[config.mk]
export PLATFORM = sky130hd
export DESIGN_NAME = dcache_sa
export DESIGN_NICKNAME = d
export VERILOG_FILES = /design/src/rtl/dcache_pkg.sv /design/src/rtl/rr_arbiter.sv /design/src/rtl/dcache_sa.sv
export SDC_FILE = /design/constraint.sdc
export NUM_CORES = 1
export LEC_CHECK = 0
export BUFFER_PORTS_ARGS = -buffer_cell sky130_fd_sc_hd__clkbuf_2
export CORE_MARGIN = 5
export CORE_UTILIZATION = 50
export DETAILED_ROUTE_END_ITERATION = 8
export GPL_TIMING_DRIVEN = 1
export PLACE_DENSITY = 0.66
export SYNTH_ARGS = -nofsm -noshare
export SYNTH_HDL_FRONTEND = slang
export SYNTH_SLANG_ARGS = --single-unit
[constraint.sdc]
create_clock -name clk -period 6.9 [get_ports clk]
set_input_delay 1.38 -clock clk [delete_from_list [all_inputs] [get_ports clk]]
set_output_delay 1.38 -clock clk [all_outputs]
set_load 0.01 [all_outputs]
[src/rtl/dcache_pkg.sv]
// Shared definitions for the set-associative data cache: controller states and
// address-field width helpers.
package dcache_pkg;

  typedef enum logic [2:0] {
    IDLE,
    EVICT,
    REFILL,
    RESPOND,
    FLUSH_SCAN,
    FLUSH_WB
  } state_t;

  // Width of an index field selecting one of n items; 0 when n <= 1.
  function automatic int unsigned field_bits(input int unsigned n);
    return (n > 1) ? $clog2(n) : 0;
  endfunction

  // Physical vector width for a field that may be zero-width.
  function automatic int unsigned nz(input int unsigned w);
    return (w == 0) ? 1 : w;
  endfunction

endpackage

[src/rtl/rr_arbiter.sv]
// Round-robin arbiter: one-hot grant to the first requester at or after the
// pointer; the pointer moves just past the winner when advance is high.
module rr_arbiter #(
  parameter int unsigned N = 4
) (
  input  logic         clk,
  input  logic         reset,
  input  logic [N-1:0] request,
  output logic [N-1:0] grant,
  input  logic         advance
);

  localparam int unsigned PW = (N > 1) ? $clog2(N) : 1;

  logic [PW-1:0] ptr;
  logic [PW-1:0] gsel;
  logic          found;
  int unsigned   k;

  always_comb begin
    grant = '0;
    gsel  = '0;
    found = 1'b0;
    k     = 0;
    for (int unsigned i = 0; i < N; i++) begin
      k = int'(ptr) + i;
      if (k >= N) k = k - N;
      if (!found && request[k]) begin
        grant[k] = 1'b1;
        gsel     = PW'(k);
        found    = 1'b1;
      end
    end
  end

  always_ff @(posedge clk) begin
    if (reset) begin
      ptr <= '0;
    end else if (advance && found) begin
      ptr <= (gsel == PW'(N - 1)) ? '0 : gsel + 1'b1;
    end
  end

endmodule

[src/rtl/dcache_sa.sv]
// Write-back, write-allocate set-associative data cache shared by several
// byte-wide load/store ports, with block-wide memory refill/write-back and flush.
module dcache_sa
  import dcache_pkg::*;
#(
  parameter int unsigned ADDR_BITS     = 8,
  parameter int unsigned DATA_BITS     = 8,
  parameter int unsigned NUM_CONSUMERS = 4,
  parameter int unsigned NUM_SETS      = 4,
  parameter int unsigned NUM_WAYS      = 2,
  parameter int unsigned BLOCK_BYTES   = 4
) (
  input  logic                               clk,
  input  logic                               reset,
  input  logic [NUM_CONSUMERS-1:0]           read_valid,
  input  logic [NUM_CONSUMERS*ADDR_BITS-1:0] read_address,
  output logic [NUM_CONSUMERS-1:0]           read_ready,
  output logic [NUM_CONSUMERS*DATA_BITS-1:0] read_data,
  input  logic [NUM_CONSUMERS-1:0]           write_valid,
  input  logic [NUM_CONSUMERS*ADDR_BITS-1:0] write_address,
  input  logic [NUM_CONSUMERS*DATA_BITS-1:0] write_data,
  output logic [NUM_CONSUMERS-1:0]           write_ready,
  output logic                               mem_read_valid,
  output logic [ADDR_BITS-1:0]               mem_read_address,
  input  logic                               mem_read_ready,
  input  logic [BLOCK_BYTES*8-1:0]           mem_read_data,
  output logic                               mem_write_valid,
  output logic [ADDR_BITS-1:0]               mem_write_address,
  output logic [BLOCK_BYTES*8-1:0]           mem_write_data,
  input  logic                               mem_write_ready,
  input  logic                               flush_valid,
  output logic                               flush_ready
);

  localparam int unsigned OFF_W   = field_bits(BLOCK_BYTES);
  localparam int unsigned IDX_W   = field_bits(NUM_SETS);
  localparam int unsigned TAG_W   = ADDR_BITS - IDX_W - OFF_W;
  localparam int unsigned OFF_WS  = nz(OFF_W);
  localparam int unsigned IDX_WS  = nz(IDX_W);
  localparam int unsigned WAY_WS  = nz(field_bits(NUM_WAYS));
  localparam int unsigned CONS_WS = nz(field_bits(NUM_CONSUMERS));
  localparam int unsigned LINE_W  = BLOCK_BYTES * 8;

  function automatic logic [TAG_W-1:0] tag_of(input logic [ADDR_BITS-1:0] a);
    return TAG_W'(a >> (IDX_W + OFF_W));
  endfunction

  function automatic logic [IDX_WS-1:0] idx_of(input logic [ADDR_BITS-1:0] a);
    return (IDX_W == 0) ? '0 : IDX_WS'(a >> OFF_W);
  endfunction

  function automatic logic [OFF_WS-1:0] off_of(input logic [ADDR_BITS-1:0] a);
    return (OFF_W == 0) ? '0 : OFF_WS'(a);
  endfunction

  function automatic logic [ADDR_BITS-1:0] make_addr(input logic [TAG_W-1:0] t,
                                                     input logic [IDX_WS-1:0] s);
    return (ADDR_BITS'(t) << (IDX_W + OFF_W)) | (ADDR_BITS'(s) << OFF_W);
  endfunction

  // Touched way becomes MRU; once every way is MRU the others are cleared.
  function automatic logic [NUM_WAYS-1:0] mru_touch(input logic [NUM_WAYS-1:0] m,
                                                    input logic [WAY_WS-1:0] w);
    logic [NUM_WAYS-1:0] n;
    n    = m;
    n[w] = 1'b1;
    if (&n) begin
      n    = '0;
      n[w] = 1'b1;
    end
    return n;
  endfunction

  state_t                state;
  logic [NUM_WAYS-1:0]   valid_q [NUM_SETS];
  logic [NUM_WAYS-1:0]   dirty_q [NUM_SETS];
  logic [NUM_WAYS-1:0]   mru_q   [NUM_SETS];
  logic [TAG_W-1:0]      tag_q   [NUM_SETS][NUM_WAYS];
  logic [LINE_W-1:0]     data_q  [NUM_SETS][NUM_WAYS];

  logic [CONS_WS-1:0]    cur_cons;
  logic                  cur_write;
  logic [ADDR_BITS-1:0]  cur_addr;
  logic [DATA_BITS-1:0]  cur_wdata;
  logic [IDX_WS-1:0]     cur_set;
  logic [WAY_WS-1:0]     cur_way;
  logic [IDX_WS-1:0]     scan_set;
  logic [WAY_WS-1:0]     scan_way;
  logic                  scan_last;

  logic [NUM_CONSUMERS-1:0] blocked;
  logic                     flush_blocked;
  logic [NUM_CONSUMERS-1:0] arb_req;
  logic [NUM_CONSUMERS-1:0] arb_grant;
  logic                     arb_advance;
  logic                     take_flush;

  logic [CONS_WS-1:0]    gidx;
  logic                  g_write;
  logic [ADDR_BITS-1:0]  g_addr;
  logic [DATA_BITS-1:0]  g_wdata;
  logic [IDX_WS-1:0]     g_set;
  logic [TAG_W-1:0]      g_tag;
  logic [OFF_WS-1:0]     g_off;
  logic                  hit;
  logic [WAY_WS-1:0]     hit_way;
  logic                  vic_found;
  logic [WAY_WS-1:0]     victim;
  logic [LINE_W-1:0]     refill_line;

  assign take_flush  = flush_valid && !flush_blocked;
  assign arb_req     = (read_valid | write_valid) & ~blocked;
  assign arb_advance = (state == IDLE) && !take_flush;
  assign scan_last   = (scan_set == IDX_WS'(NUM_SETS - 1)) && (scan_way == WAY_WS'(NUM_WAYS - 1));

  rr_arbiter #(.N(NUM_CONSUMERS)) u_arb (
    .clk     (clk),
    .reset   (reset),
    .request (arb_req),
    .grant   (arb_grant),
    .advance (arb_advance)
  );

  always_comb begin
    gidx = '0;
    for (int unsigned c = 0; c < NUM_CONSUMERS; c++) begin
      if (arb_grant[c]) gidx = CONS_WS'(c);
    end
    g_write = write_valid[gidx] && !read_valid[gidx];
    g_addr  = g_write ? write_address[gidx*ADDR_BITS +: ADDR_BITS]
                      : read_address[gidx*ADDR_BITS +: ADDR_BITS];
    g_wdata = write_data[gidx*DATA_BITS +: DATA_BITS];
    g_set   = idx_of(g_addr);
    g_tag   = tag_of(g_addr);
    g_off   = off_of(g_addr);

    hit     = 1'b0;
    hit_way = '0;
    for (int unsigned w = 0; w < NUM_WAYS; w++) begin
      if (!hit && valid_q[g_set][w] && tag_q[g_set][w] == g_tag) begin
        hit     = 1'b1;
        hit_way = WAY_WS'(w);
      end
    end

    vic_found = 1'b0;
    victim    = '0;
    for (int unsigned w = 0; w < NUM_WAYS; w++) begin
      if (!vic_found && !valid_q[g_set][w]) begin
        vic_found = 1'b1;
        victim    = WAY_WS'(w);
      end
    end
    for (int unsigned w = 0; w < NUM_WAYS; w++) begin
      if (!vic_found && !mru_q[g_set][w]) begin
        vic_found = 1'b1;
        victim    = WAY_WS'(w);
      end
    end

    refill_line = mem_read_data;
    if (cur_write) refill_line[off_of(cur_addr)*8 +: 8] = 8'(cur_wdata);
  end

  always_ff @(posedge clk) begin
    if (reset) begin
      state             <= IDLE;
      read_ready        <= '0;
      write_ready       <= '0;
      read_data         <= '0;
      mem_read_valid    <= 1'b0;
      mem_read_address  <= '0;
      mem_write_valid   <= 1'b0;
      mem_write_address <= '0;
      mem_write_data    <= '0;
      flush_ready       <= 1'b0;
      blocked           <= '0;
      flush_blocked     <= 1'b0;
      cur_cons          <= '0;
      cur_write         <= 1'b0;
      cur_addr          <= '0;
      cur_wdata         <= '0;
      cur_set           <= '0;
      cur_way           <= '0;
      scan_set          <= '0;
      scan_way          <= '0;
      for (int unsigned s = 0; s < NUM_SETS; s++) begin
        valid_q[s] <= '0;
        dirty_q[s] <= '0;
        mru_q[s]   <= '0;
        for (int unsigned w = 0; w < NUM_WAYS; w++) tag_q[s][w] <= '0;
      end
    end else begin
      read_ready  <= '0;
      write_ready <= '0;
      flush_ready <= 1'b0;
      // A served port is re-armed only after its valid is seen low once.
      for (int unsigned c = 0; c < NUM_CONSUMERS; c++) begin
        if (!(read_valid[c] || write_valid[c])) blocked[c] <= 1'b0;
      end
      if (!flush_valid) flush_blocked <= 1'b0;

      case (state)
        IDLE: begin
          if (take_flush) begin
            scan_set <= '0;
            scan_way <= '0;
            state    <= FLUSH_SCAN;
          end else if (|arb_grant) begin
            cur_cons  <= gidx;
            cur_write <= g_write;
            cur_addr  <= g_addr;
            cur_wdata <= g_wdata;
            cur_set   <= g_set;
            if (hit) begin
              mru_q[g_set] <= mru_touch(mru_q[g_set], hit_way);
              blocked[gidx] <= 1'b1;
              if (g_write) begin
                data_q[g_set][hit_way][g_off*8 +: 8] <= 8'(g_wdata);
                dirty_q[g_set][hit_way] <= 1'b1;
                write_ready[gidx] <= 1'b1;
              end else begin
                read_data[gidx*DATA_BITS +: DATA_BITS] <=
                  DATA_BITS'(data_q[g_set][hit_way][g_off*8 +: 8]);
                read_ready[gidx] <= 1'b1;
              end
            end else begin
              cur_way <= victim;
              if (valid_q[g_set][victim] && dirty_q[g_set][victim]) begin
                mem_write_valid   <= 1'b1;
                mem_write_address <= make_addr(tag_q[g_set][victim], g_set);
                mem_write_data    <= data_q[g_set][victim];
                state             <= EVICT;
              end else begin
                mem_read_valid   <= 1'b1;
                mem_read_address <= make_addr(g_tag, g_set);
                state            <= REFILL;
              end
            end
          end
        end

        EVICT: begin
          if (mem_write_valid && mem_write_ready) begin
            mem_write_valid  <= 1'b0;
            mem_read_valid   <= 1'b1;
            mem_read_address <= make_addr(tag_of(cur_addr), cur_set);
            state            <= REFILL;
          end
        end

        REFILL: begin
          if (mem_read_valid && mem_read_ready) begin
            mem_read_valid             <= 1'b0;
            valid_q[cur_set][cur_way]  <= 1'b1;
            dirty_q[cur_set][cur_way]  <= cur_write;
            mru_q[cur_set]             <= mru_touch(mru_q[cur_set], cur_way);
            tag_q[cur_set][cur_way]    <= tag_of(cur_addr);
            data_q[cur_set][cur_way]   <= refill_line;
            state                      <= RESPOND;
          end
        end

        RESPOND: begin
          blocked[cur_cons] <= 1'b1;
          if (cur_write) begin
            write_ready[cur_cons] <= 1'b1;
          end else begin
            read_ready[cur_cons] <= 1'b1;
            read_data[cur_cons*DATA_BITS +: DATA_BITS] <=
              DATA_BITS'(data_q[cur_set][cur_way][off_of(cur_addr)*8 +: 8]);
          end
          state <= IDLE;
        end

        FLUSH_SCAN, FLUSH_WB: begin
          // Clean lines retire in one scan cycle; dirty ones detour through FLUSH_WB.
          if (state == FLUSH_SCAN && valid_q[scan_set][scan_way] && dirty_q[scan_set][scan_way]) begin
            mem_write_valid   <= 1'b1;
            mem_write_address <= make_addr(tag_q[scan_set][scan_way], scan_set);
            mem_write_data    <= data_q[scan_set][scan_way];
            state             <= FLUSH_WB;
          end else if (state == FLUSH_SCAN || (mem_write_valid && mem_write_ready)) begin
            mem_write_valid             <= 1'b0;
            valid_q[scan_set][scan_way] <= 1'b0;
            dirty_q[scan_set][scan_way] <= 1'b0;
            mru_q[scan_set][scan_way]   <= 1'b0;
            if (scan_last) begin
              flush_ready   <= 1'b1;
              flush_blocked <= 1'b1;
              state         <= IDLE;
            end else begin
              state <= FLUSH_SCAN;
              if (scan_way == WAY_WS'(NUM_WAYS - 1)) begin
                scan_way <= '0;
                scan_set <= scan_set + 1'b1;
              end else begin
                scan_way <= scan_way + 1'b1;
              end
            end
          end
        end

        default: state <= IDLE;
      endcase
    end
  end

endmodule

# Yosys cells after proc, flatten, opt, wreduce, memory -nomap -nowiden

Memory sizes are Yosys's and may differ from the RTL's. A register that Yosys moved wholly into a read port is not among the register bits.
Cells that the tools add are included.

Magnitude comparators: 29
Muxes and demuxes: 267
Reductions and logical operators: 78
$add $sub $neg: 14
Equal/unequal tests: 28
Shift operators: 13
Bitwise gates (word level): 22

Operator list:

| cell                      | number |
|---|---|
| $mux W32                  | 29 |
| $mux W64                  | 4 |
| $shiftx A32 B6 Y8         | 5 |
| $neg A5 Y34               | 4 |
| $shift A8 B34 Y32 const A | 4 |
| $shiftx A8 B34 Y32        | 4 |
| $ge A32 B1 Y1 const B     | 4 |
| $lt A32 B3 Y1 const B     | 4 |
| $pmux W32 S2              | 2 |
| $mux W2                   | 62 |
| $mux W8                   | 14 |
| $bwmux W32                | 3 |
| $ge A32 B3 Y1 const B     | 3 |
| $mux W4                   | 24 |
| $sub A32 B3 Y32 const B   | 3 |
| $mux W1                   | 93 |
| $demux W32 S1             | 2 |
| $reduce_or A64 Y1         | 1 |
| $or A8 B4 Y8              | 4 |
| $pmux W8 S2               | 2 |
| $logic_and A1 B1 Y1       | 30 |
| $ne A2 B2 Y1 const B      | 14 |
| $mux W3                   | 8 |
| $or A4 B4 Y4              | 6 |
| other kinds (48)          | 122 |

Memory bits (writable): 312
Input bits: 141
Bits in registers: 126
Logic and storage cells: 477
Memories kept: 5
Output and inout port bits: 91

Memory list:

| memory  | words | bits a word | rd ports | clocked after memory_dff | wr ports | line            | RTL |
|---|---|---|---|---|---|---|---|
| data_q  | 4     | 64          | 3        | 2                        | 1        | dcache_sa.sv:79 | `logic [LINE_W-1:0] data_q [NUM_SETS][NUM_WAYS];` |
| tag_q   | 4     | 8           | 2        | 1                        | 4        | dcache_sa.sv:78 | `logic [TAG_W-1:0] tag_q [NUM_SETS][NUM_WAYS];` |
| dirty_q | 4     | 2           | 2        | 1                        | 4        | dcache_sa.sv:76 | `logic [NUM_WAYS-1:0] dirty_q [NUM_SETS];` |
| mru_q   | 4     | 2           | 2        | 1                        | 4        | dcache_sa.sv:77 | `logic [NUM_WAYS-1:0] mru_q [NUM_SETS];` |
| valid_q | 4     | 2           | 2        | 1                        | 4        | dcache_sa.sv:75 | `logic [NUM_WAYS-1:0] valid_q [NUM_SETS];` |

# Longest topological paths before layout

An unclocked memory read counts as a cell.

Word-level depth: 45
Depth in mapped cells: 27
Depth with buffers taken out: 19

# Modules after synthesis

From an unflattened synthesis, not the netlist that was laid out.

Cell total of the unflattened synthesis: 2707
Area total of the unflattened synthesis: 27157.3 um2

Modules (own cells, without submodules):

| module     | area an instance (um2) | seq. area each (um2) | times used | cells each |
|---|---|---|---|---|
| dcache_sa  | 26561.7                | 11811.3              | 1          | 2637 |
| rr_arbiter | 595.6                  | 40.0                 | 1          | 70 |

# Least setup slack after synthesis

Ideal clock, no wire load.

Path type: input-to-reg
From: input write_valid[0]
To: memory data_q[0][0] in the netlist's numbering, enable pin
Stages on the path: 17
Path slack: 727 ps
Arrival: 5802 ps
Required time: 6530 ps
Buffers on the path: 2
Setup time: 370 ps
Cells stage by stage: o21ba_2 -> mux4_2 -> a32o_2 -> a211oi_1 -> nand2_1 -> buf_4 -> a31o_2 -> o221a_2 -> a2111oi_2 -> or3_1 -> nand4b_1 -> a2111oi_4 -> nand2_4 -> buf_6 -> nor4_2 -> a21oi_1 -> nor2_1

Longest elaborated chain between the ends: 37
Elaborated cells on any way between the ends: 67
Classes of those cells: add/sub (1); order compare (2); eq/ne (2); shift (3); mux (37); bitwise (6); reduce/logical (14); memory (2)

RTL lines:

| what                                                  | line            | RTL |
|---|---|---|
| from (decl)                                           | dcache_sa.sv:19 | `input logic [NUM_CONSUMERS-1:0] write_valid,` |
| branches (longest 37 deep; another with $or A4 B4 Y4) | n/a             |  |
| to (decl)                                             | dcache_sa.sv:79 |  |

Parallel ways; which one is timed is not known. The select of a mux whose other input is x is not followed.

# Final worst setup path

From: input write_valid[3]
To: register read_data[23]

Longest elaborated chain between the ends: 42
Elaborated cells on any way between the ends: 69
Classes of those cells: add/sub (1); eq/ne (5); shift (5); mux (35); bitwise (6); reduce/logical (14); memory (3)

RTL lines:

| what                                                  | line             | RTL |
|---|---|---|
| branches (longest 42 deep; another with $or A4 B4 Y4) | n/a              |  |
| to (signal, indexed assignment)                       | dcache_sa.sv:223 | `read_data[gidx*DATA_BITS +: DATA_BITS] <=` |
| to (signal, indexed assignment)                       | dcache_sa.sv:270 | `read_data[cur_cons*DATA_BITS +: DATA_BITS] <=` |
| to (decl)                                             | dcache_sa.sv:18  | `output logic [NUM_CONSUMERS*DATA_BITS-1:0] read_data,` |

Parallel ways; which one is timed is not known. The select of a mux whose other input is x is not followed.
A chain may end at the register's enable or synchronous reset.

==> results.sh <==
export IMPL_final_setup_tns_ns=0
export IMPL_die_h_um=241
export IMPL_crit_path_max_fanout=18
export IMPL_drive_gt1_frac=0.244
export IMPL_yosys_most_used_dff="edfxtp_1"
export IMPL_crit_type="in -> reg"
export IMPL_layout_common_cells="nand2_1, edfxtp_1, nor2_1"
export IMPL_grt_max_degree=132
export IMPL_globalplace_congestion=0.965
export IMPL_rr_worst_depth=20
export IMPL_async_flop_share=0
export IMPL_rsz0062_at_grt="no"
export IMPL_dieWidth_um=241
export IMPL_viasPerCell=6.62
export IMPL_timing_fmax_ghz=0.151
export IMPL_clock_skew_ns=0.0298
export IMPL_ios=232
export IMPL_ctsHoldBuffers=0
export IMPL_syn_instance_count=2593
export IMPL_nFillCells=4422
export IMPL_insertion_delay_ns=0.62
export IMPL_yosysWarnings=0
export IMPL_drv_cap=0
export IMPL_ctsResizeCount=0
export IMPL_cp_required_ns=7.34
export IMPL_layout_min_cycle_time_ns=6.63
export IMPL_synth_yosys_seq_area_share=0.444
export IMPL_grt_pass1_vias=22600
export IMPL_cts_tree="done"
export IMPL_drtAntennaViolNets=0
export IMPL_whs_path_depth=2
export IMPL_port_buffers=227
export IMPL_critical_path_endpoint_type="register"
export IMPL_hold_viol_final=0
export IMPL_crit_arrival_ns=7.07
export IMPL_coreArea_um2=52700
export IMPL_final_max_slew_viol_count=0
export IMPL_dr_pass1_iters=6
export IMPL_setup_viol=0
export IMPL_post_cts_buffers=0
export IMPL_ys_types=102
export IMPL_area_growth_pct=15.2
export IMPL_final_common_cell="nand2_1"
export IMPL_ys_ff_latch=436
export IMPL_htree_levels=2
export IMPL_clk_pin_slew_ns=0.05
export IMPL_synth_area_leaders="edfxtp_1, mux4_2, dfxtp_1"
export IMPL_num_vias=23500
export IMPL_antenna_found_initial=2
export IMPL_rows=84
export IMPL_maxSlewHeadroom=0.199
export IMPL_drc=0
export IMPL_syn_area_um2=26700
export IMPL_post_drt_wl_per_cell_um=28.1
export IMPL_hold_class="reg -> reg"
export IMPL_synth_top_cell_by_area="edfxtp_1"
export IMPL_start_util=0.506
export IMPL_cts_root_buf="clkbuf_16"
export IMPL_syn_mean_instance_area_um2=10.3
export IMPL_nets=2994
export IMPL_finalCritPeriodShare=0.961
export IMPL_synth_edf_count=312
export IMPL_synth_top_area_frac=0.351
export IMPL_dp_hpwl_um=72100
export IMPL_drtIter0Drc=2750
export IMPL_grt_pass1_wl_um=146000
export IMPL_status="complete, no violations"
export IMPL_routed_wl_um=99900
export IMPL_cts_sinks=436
export IMPL_clk_path_buf_depth=3
export IMPL_fp_dieArea_um2=58000
export IMPL_track_usage=0.334
export IMPL_grt_ovfl_total=0
export IMPL_tightest_slew_ns=1.20
export IMPL_start_kind="input port"
export IMPL_numCtsBuffers=49
## cell families (layout without fill, tap and decap cells)
kind of cell,Yosys count,after routing,synth area share
buf+inv,226,495,0.0359
other cells,1,6,0.000141
compound gates,490,490,0.137
flops,436,436,0.444
mux,294,294,0.185
xor+xnor,6,6,0.00197
fa+ha+maj,25,25,0.0117
simple gates,1115,1115,0.184
## state kept, by name (all words and copies together) (netlist names), 4 cells and up, named ones only
register and flops:
mru_q 8, read_ready 4, cur_wdata 8, mem_write_data 32, data_q 256, write_ready 4
tag_q 32, cur_addr 8, mem_write_address 6, valid_q 8, blocked 4, mem_read_address 6
read_data 32, dirty_q 8
## worst paths after layout
check	start	end	slack (ns)
worst max-delay path	write_valid[3]	read_data[23]	0.27
worst min-delay path	mem_write_data[13]	mem_write_data[13]	0.45
worst max register to register	u_arb.ptr[1]	read_data[23]	0.31
worst min register to register	mem_write_data[13]	mem_write_data[13]	0.45
## critical path, stage by stage
cell	delay, ns
clkbuf_2	0.10
o21bai_1	0.32
nor4_1	0.11
a22oi_1	0.42
a21boi_0	0.23
nor2_1	0.49
o2111ai_1	0.26
a21oi_1	0.62
o22ai_4	0.16
a2111oi_2	0.41
or3_1	0.15
nand4b_1	0.17
a2111oi_4	0.40
buf_4	0.34
buf_4	0.31
a21oi_1	0.12
a211oi_2	0.51
o221ai_1	0.30
nor2_1	0.15
nor3_1	0.07
## synth_stat cells, types with 7 or more instances
cell / instances
mux4_2: 158
nor2_1: 247
a311oi_1: 10
and3_1: 29
nor2b_1: 14
nand2b_1: 12
a221oi_1: 13
buf_4: 11
buf_1: 36
dfxtp_1: 124
a211oi_1: 29
nand3_1: 167
o221ai_1: 24
nand3b_1: 12
o21ai_0: 32
or2_2: 20
mux2_2: 7
inv_1: 27
buf_2: 22
edfxtp_1: 312
a211oi_2: 10
nand2_1: 520
a21oi_1: 100
o21bai_1: 23
and2_1: 22
a22oi_1: 47
mux2i_1: 128
a22o_1: 12
a31oi_1: 11
o211ai_1: 38
nor4_1: 10
o22ai_1: 41
clkbuf_1: 121
or3_1: 7
o211a_1: 13
ha_1: 25
nor3_1: 23
a2bb2oi_1: 8
## per-layer routing
| layer | share of wire | GRT usage | wire, µm |
|---|---|---|---|
| met1 | 0.37 | 0.435 | 37200 |
| met2 | 0.46 | 0.536 | 46300 |
| met3 | 0.11 | 0.0738 | 10700 |
| met4 | 0.056 | 0.160 | 5640 |
| met5 | 0.00023 | 0 | 23 |
## stage by stage
step / area [µm²] / instances / hold WS, ns / util / setup slack, ns
after floorplan: 26700 / 2596 / 0.439 / - / 0.727
after global placement: 29100 / 3465 / 0.438 / 0.553 / -0.180
after detailed placement: 29100 / 3465 / 0.449 / 0.553 / -0.282
after CTS: 30700 / 3553 / 0.454 / 0.582 / 0.128
after global routing: 30700 / 3553 / 0.468 / 0.583 / 0.0220
final: 30700 / 3555 / 0.454 / 0.583 / 0.269
## cell type report
class                      instances  area, µm²  area share
antenna                            2       5.00    0.000163
clock buffer                      71       1390      0.0453
clock inverter                    17        131     0.00428
inverter                          30        113     0.00367
multi-input combinational       1934      14000       0.456
sequential                       436      11900       0.386
tap                              688        861      0.0280
timing repair buffer             377       2350      0.0766
Power is not shown: default switching activity piles up to over one toggle a cycle in this logic, so the estimate is an artifact.
